<file path="src/rtl/cache_axi_arbiter.sv">
// Shares one AXI4 master port between the icache (refills) and dcache (refills + writebacks).
// Reads are arbitrated round-robin; refills to a line with a pending writeback are held off.
module cache_axi_arbiter #(
    parameter int         LINE_BEATS = 16,
    parameter logic [3:0] ID_I       = 4'd0,
    parameter logic [3:0] ID_D       = 4'd1
) (
    input  logic        clk,
    input  logic        rst,
    // icache refill
    input  logic        i_r_req,
    input  logic [31:0] i_r_addr,
    input  logic        i_r_data_ready,
    output logic        i_r_rdy,
    output logic        i_ret_valid,
    output logic        i_ret_last,
    output logic [31:0] i_r_data,
    // dcache refill
    input  logic        d_r_req,
    input  logic [31:0] d_r_addr,
    input  logic        d_r_data_ready,
    output logic        d_r_rdy,
    output logic        d_ret_valid,
    output logic        d_ret_last,
    output logic [31:0] d_r_data,
    // dcache writeback
    input  logic        d_w_req,
    input  logic [31:0] d_w_addr,
    output logic        d_w_rdy,
    input  logic        d_w_data_req,
    input  logic        d_w_last,
    input  logic [31:0] d_w_data,
    input  logic [3:0]  d_w_strb,
    input  logic        d_b_ready,
    output logic        d_w_data_ready,
    output logic        d_b_valid,
    // AXI AR/R
    output logic        arvalid,
    output logic [31:0] araddr,
    output logic [7:0]  arlen,
    output logic [2:0]  arsize,
    output logic [1:0]  arburst,
    output logic [3:0]  arid,
    output logic        rready,
    input  logic        arready,
    input  logic        rvalid,
    input  logic        rlast,
    input  logic [3:0]  rid,
    input  logic [31:0] rdata,
    // AXI AW/W/B
    output logic        awvalid,
    output logic [31:0] awaddr,
    output logic [7:0]  awlen,
    output logic [2:0]  awsize,
    output logic [1:0]  awburst,
    output logic [3:0]  awid,
    output logic        wvalid,
    output logic        wlast,
    output logic [31:0] wdata,
    output logic [3:0]  wstrb,
    output logic        bready,
    input  logic        awready,
    input  logic        wready,
    input  logic        bvalid,
    output logic        burst_err
);

    localparam logic [3:0] LAST_BEAT = 4'(LINE_BEATS - 1);
    localparam logic [7:0] BURST_LEN = 8'(LINE_BEATS - 1);

    typedef enum logic [1:0] {R_IDLE, R_AR, R_DATA} r_state_t;

    r_state_t    state_reg, state_next;
    logic        gnt_reg, gnt_next;
    logic        last_gnt_reg, last_gnt_next;
    logic [3:0]  beat_cnt_reg, beat_cnt_next;
    logic [31:0] araddr_reg, araddr_next;
    logic        burst_err_reg, burst_err_next;
    logic        wr_busy_reg;
    logic [25:0] wr_line_reg;

    logic i_blocked, d_blocked, i_elig, d_elig, pick_d, r_hs;
    logic rid_unused;

    // A line is unsafe to refill while its writeback is accepted-but-unacknowledged or still being offered.
    assign i_blocked = (wr_busy_reg && i_r_addr[31:6] == wr_line_reg) ||
                       (d_w_req && i_r_addr[31:6] == d_w_addr[31:6]);
    assign d_blocked = (wr_busy_reg && d_r_addr[31:6] == wr_line_reg) ||
                       (d_w_req && d_r_addr[31:6] == d_w_addr[31:6]);
    assign i_elig = i_r_req && !i_blocked;
    assign d_elig = d_r_req && !d_blocked;
    assign pick_d = (i_elig && d_elig) ? !last_gnt_reg : d_elig;
    assign r_hs   = rvalid && rready;

    always_ff @(posedge clk or posedge rst) begin
        if (rst) begin
            state_reg     <= R_IDLE;
            gnt_reg       <= 1'b0;
            last_gnt_reg  <= 1'b0;
            beat_cnt_reg  <= 4'd0;
            araddr_reg    <= 32'd0;
            burst_err_reg <= 1'b0;
        end else begin
            state_reg     <= state_next;
            gnt_reg       <= gnt_next;
            last_gnt_reg  <= last_gnt_next;
            beat_cnt_reg  <= beat_cnt_next;
            araddr_reg    <= araddr_next;
            burst_err_reg <= burst_err_next;
        end
    end

    always_comb begin
        state_next     = state_reg;
        gnt_next       = gnt_reg;
        last_gnt_next  = last_gnt_reg;
        beat_cnt_next  = beat_cnt_reg;
        araddr_next    = araddr_reg;
        burst_err_next = burst_err_reg;
        arvalid        = 1'b0;
        rready         = 1'b0;
        i_r_rdy        = 1'b0;
        d_r_rdy        = 1'b0;
        i_ret_valid    = 1'b0;
        d_ret_valid    = 1'b0;
        i_ret_last     = 1'b0;
        d_ret_last     = 1'b0;
        case (state_reg)
            R_IDLE: begin
                if (i_elig || d_elig) begin
                    gnt_next    = pick_d;
                    araddr_next = pick_d ? d_r_addr : i_r_addr;
                    state_next  = R_AR;
                end
            end
            R_AR: begin
                arvalid = 1'b1;
                if (arready) begin
                    i_r_rdy       = !gnt_reg;
                    d_r_rdy       = gnt_reg;
                    last_gnt_next = gnt_reg;
                    beat_cnt_next = 4'd0;
                    state_next    = R_DATA;
                end
            end
            R_DATA: begin
                rready      = gnt_reg ? d_r_data_ready : i_r_data_ready;
                i_ret_valid = !gnt_reg && rvalid;
                d_ret_valid = gnt_reg && rvalid;
                i_ret_last  = !gnt_reg && rlast;
                d_ret_last  = gnt_reg && rlast;
                if (r_hs) begin
                    beat_cnt_next = beat_cnt_reg + 4'd1;
                    // Flags both an early rlast and a missing one on the final counted beat.
                    if (rlast != (beat_cnt_reg == LAST_BEAT))
                        burst_err_next = 1'b1;
                    if (rlast)
                        state_next = R_IDLE;
                end
            end
            default: state_next = R_IDLE;
        endcase
    end

    assign araddr     = araddr_reg;
    assign arid       = gnt_reg ? ID_D : ID_I;
    assign arlen      = BURST_LEN;
    assign arsize     = 3'b010;
    assign arburst    = 2'b01;
    assign i_r_data   = rdata;
    assign d_r_data   = rdata;
    assign burst_err  = burst_err_reg;
    assign rid_unused = ^rid;

    // Write side: dcache only, straight through, with one outstanding line tracked for the hazard.
    always_ff @(posedge clk or posedge rst) begin
        if (rst) begin
            wr_busy_reg <= 1'b0;
            wr_line_reg <= 26'd0;
        end else if (d_w_req && awready) begin
            wr_busy_reg <= 1'b1;
            wr_line_reg <= d_w_addr[31:6];
        end else if (bvalid && d_b_ready) begin
            wr_busy_reg <= 1'b0;
        end
    end

    assign awvalid        = d_w_req;
    assign awaddr         = d_w_addr;
    assign awlen          = BURST_LEN;
    assign awsize         = 3'b010;
    assign awburst        = 2'b01;
    assign awid           = ID_D;
    assign d_w_rdy        = awready;
    assign wvalid         = d_w_data_req;
    assign wlast          = d_w_last;
    assign wdata          = d_w_data;
    assign wstrb          = d_w_strb;
    assign d_w_data_ready = wready;
    assign bready         = d_b_ready;
    assign d_b_valid      = bvalid;

endmodule

</file>
<file path="config.mk">
export PLATFORM = sky130hd
export DESIGN_NAME = cache_axi_arbiter
export DESIGN_NICKNAME = d
export VERILOG_FILES = /design/src/rtl/cache_axi_arbiter.sv
export SDC_FILE = /design/constraint.sdc
export NUM_CORES = 1
export LEC_CHECK = 0
export BUFFER_PORTS_ARGS = -buffer_cell sky130_fd_sc_hd__buf_2
export CAP_MARGIN = 20
export CELL_PAD_IN_SITES_DETAIL_PLACEMENT = 1
export CELL_PAD_IN_SITES_GLOBAL_PLACEMENT = 1
export CORE_AREA = 3 3 154 156
export CTS_BUF_LIST = sky130_fd_sc_hd__clkbuf_2 sky130_fd_sc_hd__clkbuf_4 sky130_fd_sc_hd__clkbuf_8
export DETAILED_ROUTE_END_ITERATION = 10
export DIE_AREA = 0 0 157 159
export HOLD_SLACK_MARGIN = 0.03
export MAX_ROUTING_LAYER = met4
export PLACE_DENSITY = 0.77
export SKIP_CTS_REPAIR_TIMING = 1
export SLEW_MARGIN = 0
export SYNTH_ARGS = -nofsm -noshare
export SYNTH_HDL_FRONTEND = slang
export SYNTH_SLANG_ARGS = --single-unit
export TNS_END_PERCENT = 100
</file>
<file path="constraint.sdc">
create_clock -name clk -period 2.2 [get_ports clk]
set_input_delay 0.33 -clock clk [delete_from_list [all_inputs] [get_ports clk]]
set_output_delay 0.33 -clock clk [all_outputs]
set_load 0.005 [all_outputs]
</file>
==> results.txt <==
Synth Area in Adders - 0.002210
most common cell after layout, fill and taps aside - buf_2
crit path DAT - 2.84 ns
Comb pwr share - 0.445
commonest non-fill, non-tap cells in the layout - 174 x buf_2, 78 x xnor2_1, 69 x buf_4, 68 x dfrtp_1, 58 x mux2_2
Layout Skew - 0.01573 ns
clock buffer count from CTS - 9
Yosys top cell area share - 0.3006
CTS Root Cell - clkbuf_8
final number of setup-violating endpoints - 32
sw frac - 0.3549
clk buf depth - 2
DP Worst Slack - -0.5959 ns
H-tree levels - 3
P_sw - 1968 µW
post-synthesis mux area share - 0.2038
clk_lat worst skew - 0.38 ns
hold depth - 2
Die H - 159 µm
min-delay worst type - input port to register
internal power - 3577 µW
CP Buf/Inv Count - 4
IO Count - 398
initial DRC count - 146
largest family of logic cells by synthesized area - buffers and inverters
Synth Area in XOR/XNOR - 0.1656
first-pass GRT wire length - 27.03 mm
post-synth cell types - 35
peak supply drop - 0.2874 mV
min Tclk post-route - 2.586 ns
die width - 157 µm
# fillers - 2,580
largest area contributor in the netlist - dfrtp_1
CP max stage cell - dfrtp_1
simple-gate portion of the synthesized area - 0.06034
P_leak - 0.003105 µW
share of cells above drive strength 1 - 0.5697
gr usage total - 0.1532
syn_area_per_cell - 10.66 µm²
vias per cell - 4.192
number of flip-flops in the largest register - 32
Worst path max stage delay - 0.40 ns
register area share after synthesis - 0.3006
post-DP HPWL - 15.78 mm
r2r worst-path depth - 11
setup ws final - -0.3859 ns
largest net degree at the start of global routing - 69
P&R area growth vs syn - 15.89%
compound-gate portion of the synthesized area - 0.02122
Seq pwr share - 0.358
Max-Cap Viols - 0
Slew Viols, Final - 0
gpl congestion - 0.8603
starting density of the core - 0.2515
DIE AREA - 0.02496 mm²
Final ANT Viol Nets - 0
Mapped Area - 0.005660 mm²
Critical Path RT - 2.46 ns
Worst path most repeated cell - buf_12
wire per inst - 20.25 µm
ranking of synthesized cells by area - dfrtp_1 30%, buf_4 23%, xnor2_1 13%
Remaining DRCs - 0
grt ovf - 0
port buffer count - 174
final std cells w/o fill - 936
Pwr Density - 845.2 mW/mm²
register bit count reported by yosys - 68
Sink Count - 68
final hold vios - 0
critical path depth in cells - 11
Final nets - 826
WS Path Type - register to register
CTS tree - built
final wirelength - 18.96 mm
Clock power frac - 0.197
Mapped Cells - 531
clk slew on worst S/H paths - 0.08 ns
vias in the first global route - 4,256
Final Power - 5545 µW
Crit. End Element - register
violated checks - setup timing
Max Freq - 386.7 MHz
FP Rows - 55
crit-path max FO - 8
Setup crit start kind - register
routed vias - 3,924
Syn. warnings - 0
TritonRoute pass-1 iters - 4
crit-path cells - buf_6 -> xnor2_2 -> nand4_1 -> nor4_2 -> buf_4 -> a41o_1 -> o211ai_4 -> buf_12 -> buf_12 -> mux2_4 -> mux2_2
RSZ-0062 raised after global routing - yes
floorplan core area - 0.02250 mm²
CP top delay family - buffers and inverters
Tcrit/Tclk final - 1.175
antenna violations before repair - 4
status - finished with violations
Cells after DPL - 914
## Yosys cell counts
cell / n
xor2_1: 23
o211ai_4: 1
a41o_1: 2
nor2_1: 6
and3_1: 6
a211o_1: 1
buf_6: 3
buf_4: 176
mux2_2: 59
and2_1: 2
nand2_1: 9
clkbuf_1: 3
conb_1: 2
a21oi_1: 1
nor4_1: 7
mux2_4: 29
dfrtp_1: 68
a21o_1: 1
nand2b_1: 1
a22oi_2: 1
mux2i_1: 2
o21ai_0: 1
nand3_1: 4
xnor2_1: 84
nor2b_1: 2
o21ai_1: 1
o21bai_1: 1
nand4_1: 21
mux2_1: 3
buf_2: 1
or2_1: 1
ha_1: 1
o41ai_4: 1
nor3_1: 3
inv_1: 4
## final cells by class
| cell class | count | area, µm² | share of cell area |
|---|---|---|---|
| Multi-Input combinational cell | 307 | 2756 | 0.4202 |
| Sequential cell | 68 | 1702 | 0.2594 |
| Timing Repair Buffer | 251 | 1521 | 0.2319 |
| Tap cell | 285 | 356.6 | 0.05436 |
| Clock buffer | 10 | 131.4 | 0.02003 |
| Clock inverter | 6 | 63.81 | 0.009727 |
| Inverter | 4 | 16.27 | 0.002479 |
| Antenna cell | 5 | 12.51 | 0.001907 |
## power by group through the flow
| stage | sequential [µW] | combinational (µW) | clock [µW] |
|---|---|---|---|
| after floorplan | 1970 | 1510 | 0 |
| after global placement | 1990 | 2410 | 0 |
| after detailed placement | 2010 | 2480 | 0 |
| after CTS | 1990 | 2490 | 1140 |
| after global routing | 2050 | 2690 | 1200 |
| final | 1990 | 2460 | 1090 |
## through the flow
stage / TNS, ns / hold slack, ns / utilization / instance area (µm²)
6_report: -9.900 / 0.1672 / 0.2915 / 6560
5_1_grt: -12.02 / 0.1693 / 0.2914 / 6558
4_1_cts: -11.11 / 0.02237 / 0.2872 / 6464
3_5_place_dp: -16.98 / 0.4458 / 0.2786 / 6269
3_3_place_gp: -15.90 / 0.4359 / 0.2786 / 6269
2_1_floorplan: -2.309 / 0.4205 / - / 5777
## path summary, 6_finish.rpt
path                            startpoint               to  slack [ns]
setup / recovery           wr_line_reg[12]       araddr[30]       -0.39
hold / removal                     arready     state_reg[0]        0.17
setup reg to reg           wr_line_reg[12]       araddr[30]       -0.39
hold reg to reg                  burst_err        burst_err        0.47
max in group asynchronous              rst  wr_line_reg[14]        1.27
min in group asynchronous              rst        araddr[4]        0.56
## metal layers
metal  vias up  share of wire  wire (µm)  global-route usage
met1      1892           0.42       7910              0.1848
met4         0          0.038        721             0.07203
met5         -              0          0                   -
li1       1801              -          -                   -
met2       171           0.47       8847              0.2338
met3        60          0.078       1477             0.04539
## cells by family after synthesis
family | count (synthesis)
other cells | 2
buf+inv | 187
flops | 68
mux | 93
compound gates | 11
fa+ha+maj | 1
xor+xnor | 107
simple gates | 62
Power figures use the tool's default switching activity.
